==> src/rtl/alu_sched.sv <==
// alu_sched: two-requester scheduler for the shared EX-stage ALU.
// Requester 0 is the pipeline and requester 1 is the auxiliary unit.
// Pipeline: accept (N) -> issue register drives alu_* (N+1) -> response register (N+2).
// Also owns the {N,V,Z} flag register.
// Optional macro ALU_SCHED_PRIO_EN: when defined, requester 0 has fixed priority
// and the round-robin pointer is removed.
module alu_sched #(
  parameter int CNT_W  = 16,
  parameter int DATA_W = 16
) (
  input  logic              clk,
  input  logic              rst,
  input  logic              req0_valid,
  output logic              req0_ready,
  input  logic [3:0]        req0_op,
  input  logic [DATA_W-1:0] req0_a,
  input  logic [DATA_W-1:0] req0_b,
  input  logic              req1_valid,
  output logic              req1_ready,
  input  logic [3:0]        req1_op,
  input  logic [DATA_W-1:0] req1_a,
  input  logic [DATA_W-1:0] req1_b,
  output logic [3:0]        alu_op,
  output logic [DATA_W-1:0] alu_a,
  output logic [DATA_W-1:0] alu_b,
  input  logic [DATA_W-1:0] alu_out,
  input  logic              alu_n,
  input  logic              alu_v,
  output logic              resp_valid,
  input  logic              resp_ready,
  output logic              resp_id,
  output logic [DATA_W-1:0] resp_data,
  output logic [2:0]        flag,
  output logic [CNT_W-1:0]  gnt_cnt0,
  output logic [CNT_W-1:0]  gnt_cnt1
);

  localparam logic [3:0] OP_ADD    = 4'b0000;
  localparam logic [3:0] OP_SUB    = 4'b0001;
  localparam logic [3:0] OP_RED    = 4'b0011;
  localparam logic [3:0] OP_PADDSB = 4'b0111;

  logic              r_iss_vld;
  logic              r_iss_id;
  logic [3:0]        r_alu_op;
  logic [DATA_W-1:0] r_alu_a;
  logic [DATA_W-1:0] r_alu_b;
  logic              r_rsp_vld;
  logic              r_rsp_id;
  logic [DATA_W-1:0] r_rsp_data;
  logic              r_fn, r_fv, r_fz;
  logic [CNT_W-1:0]  r_cnt0, r_cnt1;

  logic w_adv;    // issue stage may move into the response stage
  logic w_stall;  // issue stage full and stuck
  logic w_cap;    // issue op captured into response this cycle
  logic w_g0, w_g1;
  logic w_wr_z, w_wr_nv;

  assign w_adv   = !r_rsp_vld || resp_ready;
  assign w_stall = r_iss_vld && !w_adv;
  assign w_cap   = r_iss_vld && w_adv;

`ifdef ALU_SCHED_PRIO_EN
  assign w_g0 = !w_stall && req0_valid;
  assign w_g1 = !w_stall && req1_valid && !req0_valid;
`else
  // r_last_gnt names the previous winner; the other side wins a tie.
  logic r_last_gnt;
  assign w_g0 = !w_stall && req0_valid && (!req1_valid || r_last_gnt);
  assign w_g1 = !w_stall && req1_valid && (!req0_valid || !r_last_gnt);

  // Round-robin pointer moves only on a real grant; reset leaves requester 0 favoured
  always_ff @(posedge clk) begin
    if (rst)       r_last_gnt <= 1'b1;
    else if (w_g0) r_last_gnt <= 1'b0;
    else if (w_g1) r_last_gnt <= 1'b1;
  end
`endif

  assign req0_ready = w_g0;
  assign req1_ready = w_g1;

  // Issue stage: load the granted op; empties when it drains with nothing new
  always_ff @(posedge clk) begin
    if (rst) begin
      r_iss_vld <= 1'b0;
      r_iss_id  <= 1'b0;
      r_alu_op  <= '0;
      r_alu_a   <= '0;
      r_alu_b   <= '0;
    end else if (!w_stall) begin
      r_iss_vld <= w_g0 || w_g1;
      if (w_g0) begin
        r_iss_id <= 1'b0;
        r_alu_op <= req0_op;
        r_alu_a  <= req0_a;
        r_alu_b  <= req0_b;
      end else if (w_g1) begin
        r_iss_id <= 1'b1;
        r_alu_op <= req1_op;
        r_alu_a  <= req1_a;
        r_alu_b  <= req1_b;
      end
    end
  end

  // Response stage: capture ALU result, hold id/data while back-pressured
  always_ff @(posedge clk) begin
    if (rst) begin
      r_rsp_vld  <= 1'b0;
      r_rsp_id   <= 1'b0;
      r_rsp_data <= '0;
    end else if (w_cap) begin
      r_rsp_vld  <= 1'b1;
      r_rsp_id   <= r_iss_id;
      r_rsp_data <= alu_out;
    end else if (resp_ready) begin
      r_rsp_vld  <= 1'b0;
    end
  end

  // Z for ADD/SUB/XOR/SLL/SRA/ROR; N,V only for ADD/SUB
  assign w_wr_z  = !r_alu_op[3] && (r_alu_op != OP_RED) && (r_alu_op != OP_PADDSB);
  assign w_wr_nv = (r_alu_op == OP_ADD) || (r_alu_op == OP_SUB);

  // Flags change only when the issued op lands in the response stage
  always_ff @(posedge clk) begin
    if (rst) begin
      r_fn <= 1'b0;
      r_fv <= 1'b0;
      r_fz <= 1'b0;
    end else if (w_cap) begin
      if (w_wr_z)  r_fz <= (alu_out == '0);
      if (w_wr_nv) begin
        r_fn <= alu_n;
        r_fv <= alu_v;
      end
    end
  end

  // Saturating per-requester grant counters
  always_ff @(posedge clk) begin
    if (rst) begin
      r_cnt0 <= '0;
      r_cnt1 <= '0;
    end else begin
      if (w_g0 && (r_cnt0 != '1)) r_cnt0 <= r_cnt0 + 1'b1;
      if (w_g1 && (r_cnt1 != '1)) r_cnt1 <= r_cnt1 + 1'b1;
    end
  end

  assign alu_op     = r_alu_op;
  assign alu_a      = r_alu_a;
  assign alu_b      = r_alu_b;
  assign resp_valid = r_rsp_vld;
  assign resp_id    = r_rsp_id;
  assign resp_data  = r_rsp_data;
  assign flag       = {r_fn, r_fv, r_fz};
  assign gnt_cnt0   = r_cnt0;
  assign gnt_cnt1   = r_cnt1;

endmodule

==> config.mk <==
export PLATFORM = sky130hd
export DESIGN_NAME = alu_sched
export DESIGN_NICKNAME = d
export VERILOG_FILES = /design/src/rtl/alu_sched.sv
export SDC_FILE = /design/constraint.sdc
export NUM_CORES = 1
export LEC_CHECK = 0
export CAP_MARGIN = 20
export CORE_ASPECT_RATIO = 1.5
export CORE_MARGIN = 5
export CORE_UTILIZATION = 42
export CTS_CLUSTER_SIZE = 30
export DETAILED_ROUTE_END_ITERATION = 8
export PLACE_DENSITY = 0.81
export SYNTH_ARGS = -nofsm -noshare
export SYNTH_HDL_FRONTEND = slang
export SYNTH_SLANG_ARGS = --single-unit
==> constraint.sdc <==
create_clock -name clk -period 1.8 [get_ports clk]
set_input_delay 0.36 -clock clk [delete_from_list [all_inputs] [get_ports clk]]
set_output_delay 0.36 -clock clk [all_outputs]
set_load 0.05 [all_outputs]
==> run_results.csv, run 1 <==
group,metric,value,unit
critical_path,end_kind,"flip-flop",
placement,portBuffers,185,
die,initial_utilization,0.424,
critical_path,crit_path_end,"gnt_cnt0[14]",
timing,layout_min_cycle_time,1.69,ns
job,max_cap_violations,0,
timing,final-setup-viol-count,0,
clocking,cts-root-buf,"clkbuf_16",
timing,maxSlewHeadroom,0.621,
clocking,cts_tree,"yes",
clocking,clk_pin_slew,0.07,ns
timing,fmax,591,MHz
cells_and_area,stdcell_area,0.00641,mm2
critical_path,r2r_setup_slack,0.11,ns
min_path,hold_path.class,"in -> reg",
global_routing,overflow,0,
timing,slew_violations,0,
detailed_routing,drt_iter0_drc,138,
pwr,power_per_cell_area,836,mW/mm2
pwr,p_comb_frac,0.234,
cells_and_area,area_growth,57.9,%
yosys,synth_area,0.00406,mm2
timing,setup_ws,0.107,ns
timing,clock_skew,0.00662,ns
critical_path,critical_path.max_fanout,6,
critical_path,r2r-start,"gnt_cnt0[0]",
clocking,worstSkewPairLatency,0.34,ns
die,io_pins,186,
die,die-area,0.0118,mm2
yosys,syn-num-nets,595,
global_routing,grt_pass1_vias,4422,
die,rows,44,
timing,rsz0062_at_grt,"true",
yosys,ys_ff_latch,92,
pwr,seqPwrFrac,0.417,
detailed_routing,drc,0,
placement,gp_congestion,0.884,
critical_path,reg2reg_depth,6,
placement,placed_cell_area,0.00604,mm2
detailed_routing,drt-total-wl,12800,um
critical_path,cp.required,2.02,ns
yosys,synth_cell_types,48,
critical_path,r2r_end,"gnt_cnt0[14]",
status,status,"finished, final reports clean",
die,die_h,130,um
timing,tns,0,ns
detailed_routing,wl_per_cell,15.7,um
clocking,clk_path_buf_depth,2,
global_routing,grt_usage,0.210,
detailed_routing,avgViaCountPerCell,5.40,
critical_path,criticalPathCategory,"reg -> reg",
pwr,power,5.36,mW
clocking,hold_buffers,0,
global_routing,grt_pass1_wl,20500,um
detailed_routing,drt_first_pass_iters,5,
placement,hpwl,9670,um
yosys,async_reset_ff_frac,0,
detailed_routing,ant_nets,0,
cells_and_area,num_antenna_cells,0,
cells_and_area,nets,793,
clocking,clock-sinks,92,
pwr,switchingPower,1.62,mW
yosys,syn_inst,498,
placement,dp_slack,-0.379,ns
cells_and_area,final_util,0.669,
die,coreArea,0.00958,mm2
pwr,vdd_drop_max,551,uV
die,die_width,90.3,um
critical_path,start_kind,"flip-flop",
yosys,avgSynthCellArea,8.15,um2
timing,fin_crit_sh,0.941,
critical_path,worstSetupStartpoint,"gnt_cnt0[0]",
detailed_routing,vias,4404,
yosys,ys_warn_count,0,
global_routing,grt_start_max_net_pins,65,
yosys,synth_ff_type,"dfxtp_1",
timing,worst_pin_slew,0.569,ns
yosys,synth_edf_count,0,
pwr,swShare,0.302,
cells_and_area,drive_above_1_share,0.268,
timing,hold_viol,0,
pwr,pwr-share-clk,0.349,
pwr,p_leak,2.59,nW
clocking,htree_levels,3,
yosys,ys_seq_area_frac,0.454,
global_routing,antenna_found_initial,1,
clocking,cts-buffers-inserted,9,
pwr,internal_power,3.74,mW
critical_path,critPathArrivalTime,1.92,ns
[per-stage QoR]
stage,hold slack [ns],cells
finish,0.401,816
global placement,0.443,797
floorplan,0.432,498
global route,0.404,816
CTS,0.394,816
detailed placement,0.448,797
[cell usage in the layout, fill, tap and decap left out, types with 2 or more instances in the layout]
cell type / instances
dlygate4sd2_1: 3
clkbuf_16: 9
mux2i_1: 4
nor4_1: 10
nor2_1: 69
nand3_1: 10
mux2_1: 2
nor2b_1: 2
and4_1: 6
inv_1: 4
xnor2_1: 14
dfxtp_2: 26
clkdlybuf4s50_1: 90
dfxtp_1: 64
buf_12: 7
nor3_1: 9
clkinv_4: 2
a311oi_1: 37
buf_4: 120
nand4_1: 9
dfxtp_4: 2
clkinv_2: 2
a211oi_1: 6
xor2_1: 3
and3_1: 4
a21oi_1: 30
and2_1: 3
o21ai_0: 2
nand2_1: 119
[worst max-delay path: stages (launching register included)]
cell and delay, ns:
dfxtp_4 0.36, ha_1 0.18, and3_1 0.19, nand4_1 0.24
nor4_1 0.39, xnor2_1 0.16, nor2_1 0.05
[layout make-up]
type,instances,area (um2)
fillers,801,3170
multi-input cells,366,2090
repair buffers,221,1970
flip-flops and latches,92,1880
clock buffers,10,229
well taps,115,144
clock inverters,6,65.1
inverters,6,25.0
[what timing repair did]
item,in CTS,in global routing
gates resized for setup,13,4
buffers inserted,3,0
pin swaps,2,1
endpoints found under the setup margin,8,11
[state kept, by name, summed over array words and instances (netlist names)]
register	flops
alu_a	16
gnt_cnt1	16
r_iss_id	1
r_fn	1
alu_b	16
resp_valid	1
r_fz	1
alu_op	4
r_fv	1
r_last_gnt	1
gnt_cnt0	16
resp_data	16
resp_id	1
r_iss_vld	1
[synth_stat cells (2+ instances only)]
cell	n	area [um2]
xnor2_1	14	123
clkbuf_1	19	71.3
and2_1	3	18.8
buf_1	2	7.51
nand3_1	11	55.1
and3_1	4	25.0
mux2i_1	4	40.0
nand2_1	120	450
mux2_1	2	22.5
buf_4	3	22.5
buf_2	9	45.0
ha_1	2	25.0
a21oi_1	30	150
inv_1	5	18.8
a311oi_1	37	324
nor2_1	69	259
xor2_1	3	26.3
a211oi_1	6	45.0
nor3_1	9	45.0
and4_1	7	61.3
nor4_1	10	62.6
nand4_1	9	56.3
dfxtp_1	92	1840
a21boi_0	2	15.0
nor2b_1	2	12.5
o21ai_0	2	10.0
[how the worst min path moves through the flow]
stage | start | end | slack (ns) | cells after the start
after CTS | rst | gnt_cnt0[10] | 0.39 | 2
after floorplan | r_iss_id | resp_id | 0.43 | 2
after detailed placement | resp_data[8] | resp_data[8] | 0.45 | 2
after global placement | gnt_cnt1[10] | gnt_cnt1[10] | 0.44 | 1
after global routing | rst | gnt_cnt0[10] | 0.40 | 2
final | rst | gnt_cnt0[10] | 0.40 | 2
[power groups by stage]
stage,clock [mW],combinational [mW],sequential (mW)
after floorplan,0,0.323,2.64
after global placement,0,1.22,2.27
after detailed placement,0,1.25,2.28
after CTS,1.91,1.26,2.24
after global routing,1.99,1.34,2.25
final,1.87,1.26,2.23
[metal layers]
| layer | vias up | GRT usage | part of all wire |
|---|---|---|---|
| met4 | 2 | 0.0798 | 0.023 |
| met2 | 165 | 0.387 | 0.53 |
| met5 | - | 0 | 0.00055 |
| met1 | 2078 | 0.217 | 0.37 |
| met3 | 26 | 0.0762 | 0.078 |
| li1 | 2133 | - | - |
[cells by family after synthesis]
kind of cell | count (synthesis) | synth area share
xor gates and xnor gates | 17 | 0.0367
muxes | 6 | 0.0154
and+or+nand+nor | 258 | 0.293
adders and majority gates | 2 | 0.00616
AOI/OAI and AO/OA | 83 | 0.151
DFF | 92 | 0.454
buffers and inverters | 40 | 0.0444
(Power assumes the default switching activity.)
==> run 2, diff against run 1 <==
- CAP_MARGIN: 20 -> 40
- SKIP_CTS_REPAIR_TIMING: not set -> 1
==> run 2 against run 1 <==
  * Die area unchanged
  * Sequential cell count unchanged
  * Non-clock buffer count decreased by 1
  * Clock-buffer cell count unchanged
  * Global-route usage decreased by 0.17 points
  * Via count decreased by 0.36%
  * Worst hold slack got worse by 0.019 ns
  * Sequential power about the same
  * Sequential share of layout area about the same
  * Combinational power about the same
  * Worst setup slack got worse by 0.024 ns
  * Critical path type unchanged
  * Critical endpoint is now gnt_cnt0[9]
  * Largest power group unchanged
  * Highest routed layer unchanged
==> run_results.csv, run 2 (same netlist as run 1, synthesis figures left out) <==
group,metric,value,unit
die,rows,44,
detailed_routing,drt-total-wl,12800,um
die,die_width,90.3,um
cells_and_area,register_area,0.00188,mm2
critical_path,start_kind,"flip-flop",
global_routing,grt_pass1_wl,20300,um
detailed_routing,avgViaCountPerCell,5.38,
clocking,clock-sinks,92,
timing,slew_violations,0,
pwr,power_per_cell_area,836,mW/mm2
detailed_routing,drc,0,
die,die-area,0.0118,mm2
pwr,pwr-share-clk,0.349,
die,io_pins,186,
min_path,hold_path.class,"in -> reg",
timing,rsz0062_at_grt,"true",
clocking,cts-buffers-inserted,9,
global_routing,grt_start_max_net_pins,65,
pwr,swShare,0.302,
pwr,internal_power,3.74,mW
detailed_routing,ant_nets,0,
clocking,clk_pin_slew,0.06,ns
job,max_cap_violations,0,
timing,hold_viol,0,
critical_path,cp.required,2.03,ns
clocking,htree_levels,3,
cells_and_area,num_antenna_cells,0,
cells_and_area,multi_input_area,0.00209,mm2
placement,hpwl,9670,um
cells_and_area,layout_common_cells,"nand2_1, buf_4, clkdlybuf4s50_1",
timing,maxSlewHeadroom,0.627,
die,initial_utilization,0.424,
timing,worst_pin_slew,0.560,ns
cells_and_area,drive_above_1_share,0.267,
detailed_routing,wl_per_cell,15.7,um
global_routing,overflow,0,
cells_and_area,nets,792,
pwr,vdd_drop_max,557,uV
global_routing,grt_pass1_vias,4386,
critical_path,critical_path.max_fanout,3,
cells_and_area,fill_cells,799,
pwr,seqPwrFrac,0.417,
status,status,"finished, final reports clean",
clocking,worstSkewPairLatency,0.34,ns
timing,fmax,582,MHz
cells_and_area,final_util,0.670,
timing,clock_skew,0.00696,ns
timing,final-setup-viol-count,0,
die,die_h,130,um
cells_and_area,area_growth,58.1,%
pwr,p_comb_frac,0.234,
die,coreArea,0.00958,mm2
clocking,cts_tree,"yes",
pwr,p_leak,2.61,nW
detailed_routing,drt_iter0_drc,119,
global_routing,antenna_found_initial,1,
timing,layout_min_cycle_time,1.72,ns
placement,gp_congestion,0.884,
pwr,power,5.36,mW
detailed_routing,vias,4388,
critical_path,criticalPathCategory,"reg -> reg",
detailed_routing,drt_first_pass_iters,4,
timing,fin_crit_sh,0.954,
clocking,clk_path_buf_depth,2,
clocking,cts-root-buf,"clkbuf_16",
critical_path,critPathArrivalTime,1.95,ns
pwr,switchingPower,1.62,mW
critical_path,end_kind,"flip-flop",
global_routing,grt_usage,0.208,
placement,portBuffers,185,
## run 2: critical path, cell delays in order (launching register included)
cell       delay, ns
dfxtp_1         0.42
or2b_4          0.19
nand4_4         0.11
a2111oi_4       0.42
nand4_1         0.15
mux2_1          0.32
## run 2: final timing paths
path / cells past startpoint / start / slack, ns / to
setup / recovery: 5 / r_last_gnt / 0.08 / gnt_cnt0[9]
setup reg to reg: 5 / r_last_gnt / 0.08 / gnt_cnt0[9]
hold reg to reg: 2 / resp_data[11] / 0.45 / resp_data[11]
hold / removal: 3 / resp_ready / 0.38 / resp_valid
## run 2: metal layers
metal | vias to the layer above | share of wire | global-route usage | wire, um
met1 | 2078 | 0.37 | 0.216 | 4710
met3 | 25 | 0.075 | 0.0762 | 956
met2 | 147 | 0.54 | 0.382 | 6850
met5 | - | 0.00055 | 0 | 7
li1 | 2136 | - | - | -
met4 | 2 | 0.021 | 0.0798 | 274
## run 2: area by class of cell
cell class | instances | share of cell area
inverter | 6 | 0.00429
timing repair buffer | 220 | 0.308
clock buffer | 10 | 0.0357
tap | 115 | 0.0224
clock inverter | 6 | 0.0101
sequential | 92 | 0.293
multi-input combinational | 366 | 0.326
## run 2: power by group through the flow
stage          combinational (mW)  clock (mW)  sequential, mW
2_1_floorplan               0.323           0            2.64
3_3_place_gp                 1.22           0            2.27
3_5_place_dp                 1.25           0            2.28
4_1_cts                      1.25        1.91            2.23
5_1_grt                      1.33        2.00            2.25
6_report                     1.25        1.87            2.24
## run 2: metrics by stage
stage	cells	cell area (um2)	hold WS (ns)	worst slack [ns]	TNS, ns
floorplan	498	4100	0.432	-0.0192	-0.0863
global placement	797	6040	0.443	-0.344	-15.38
detailed placement	797	6040	0.448	-0.379	-19.29
CTS	813	6340	0.394	-0.292	-0.628
global route	815	6420	0.403	-0.0331	-0.0620
finish	815	6420	0.382	0.0831	0
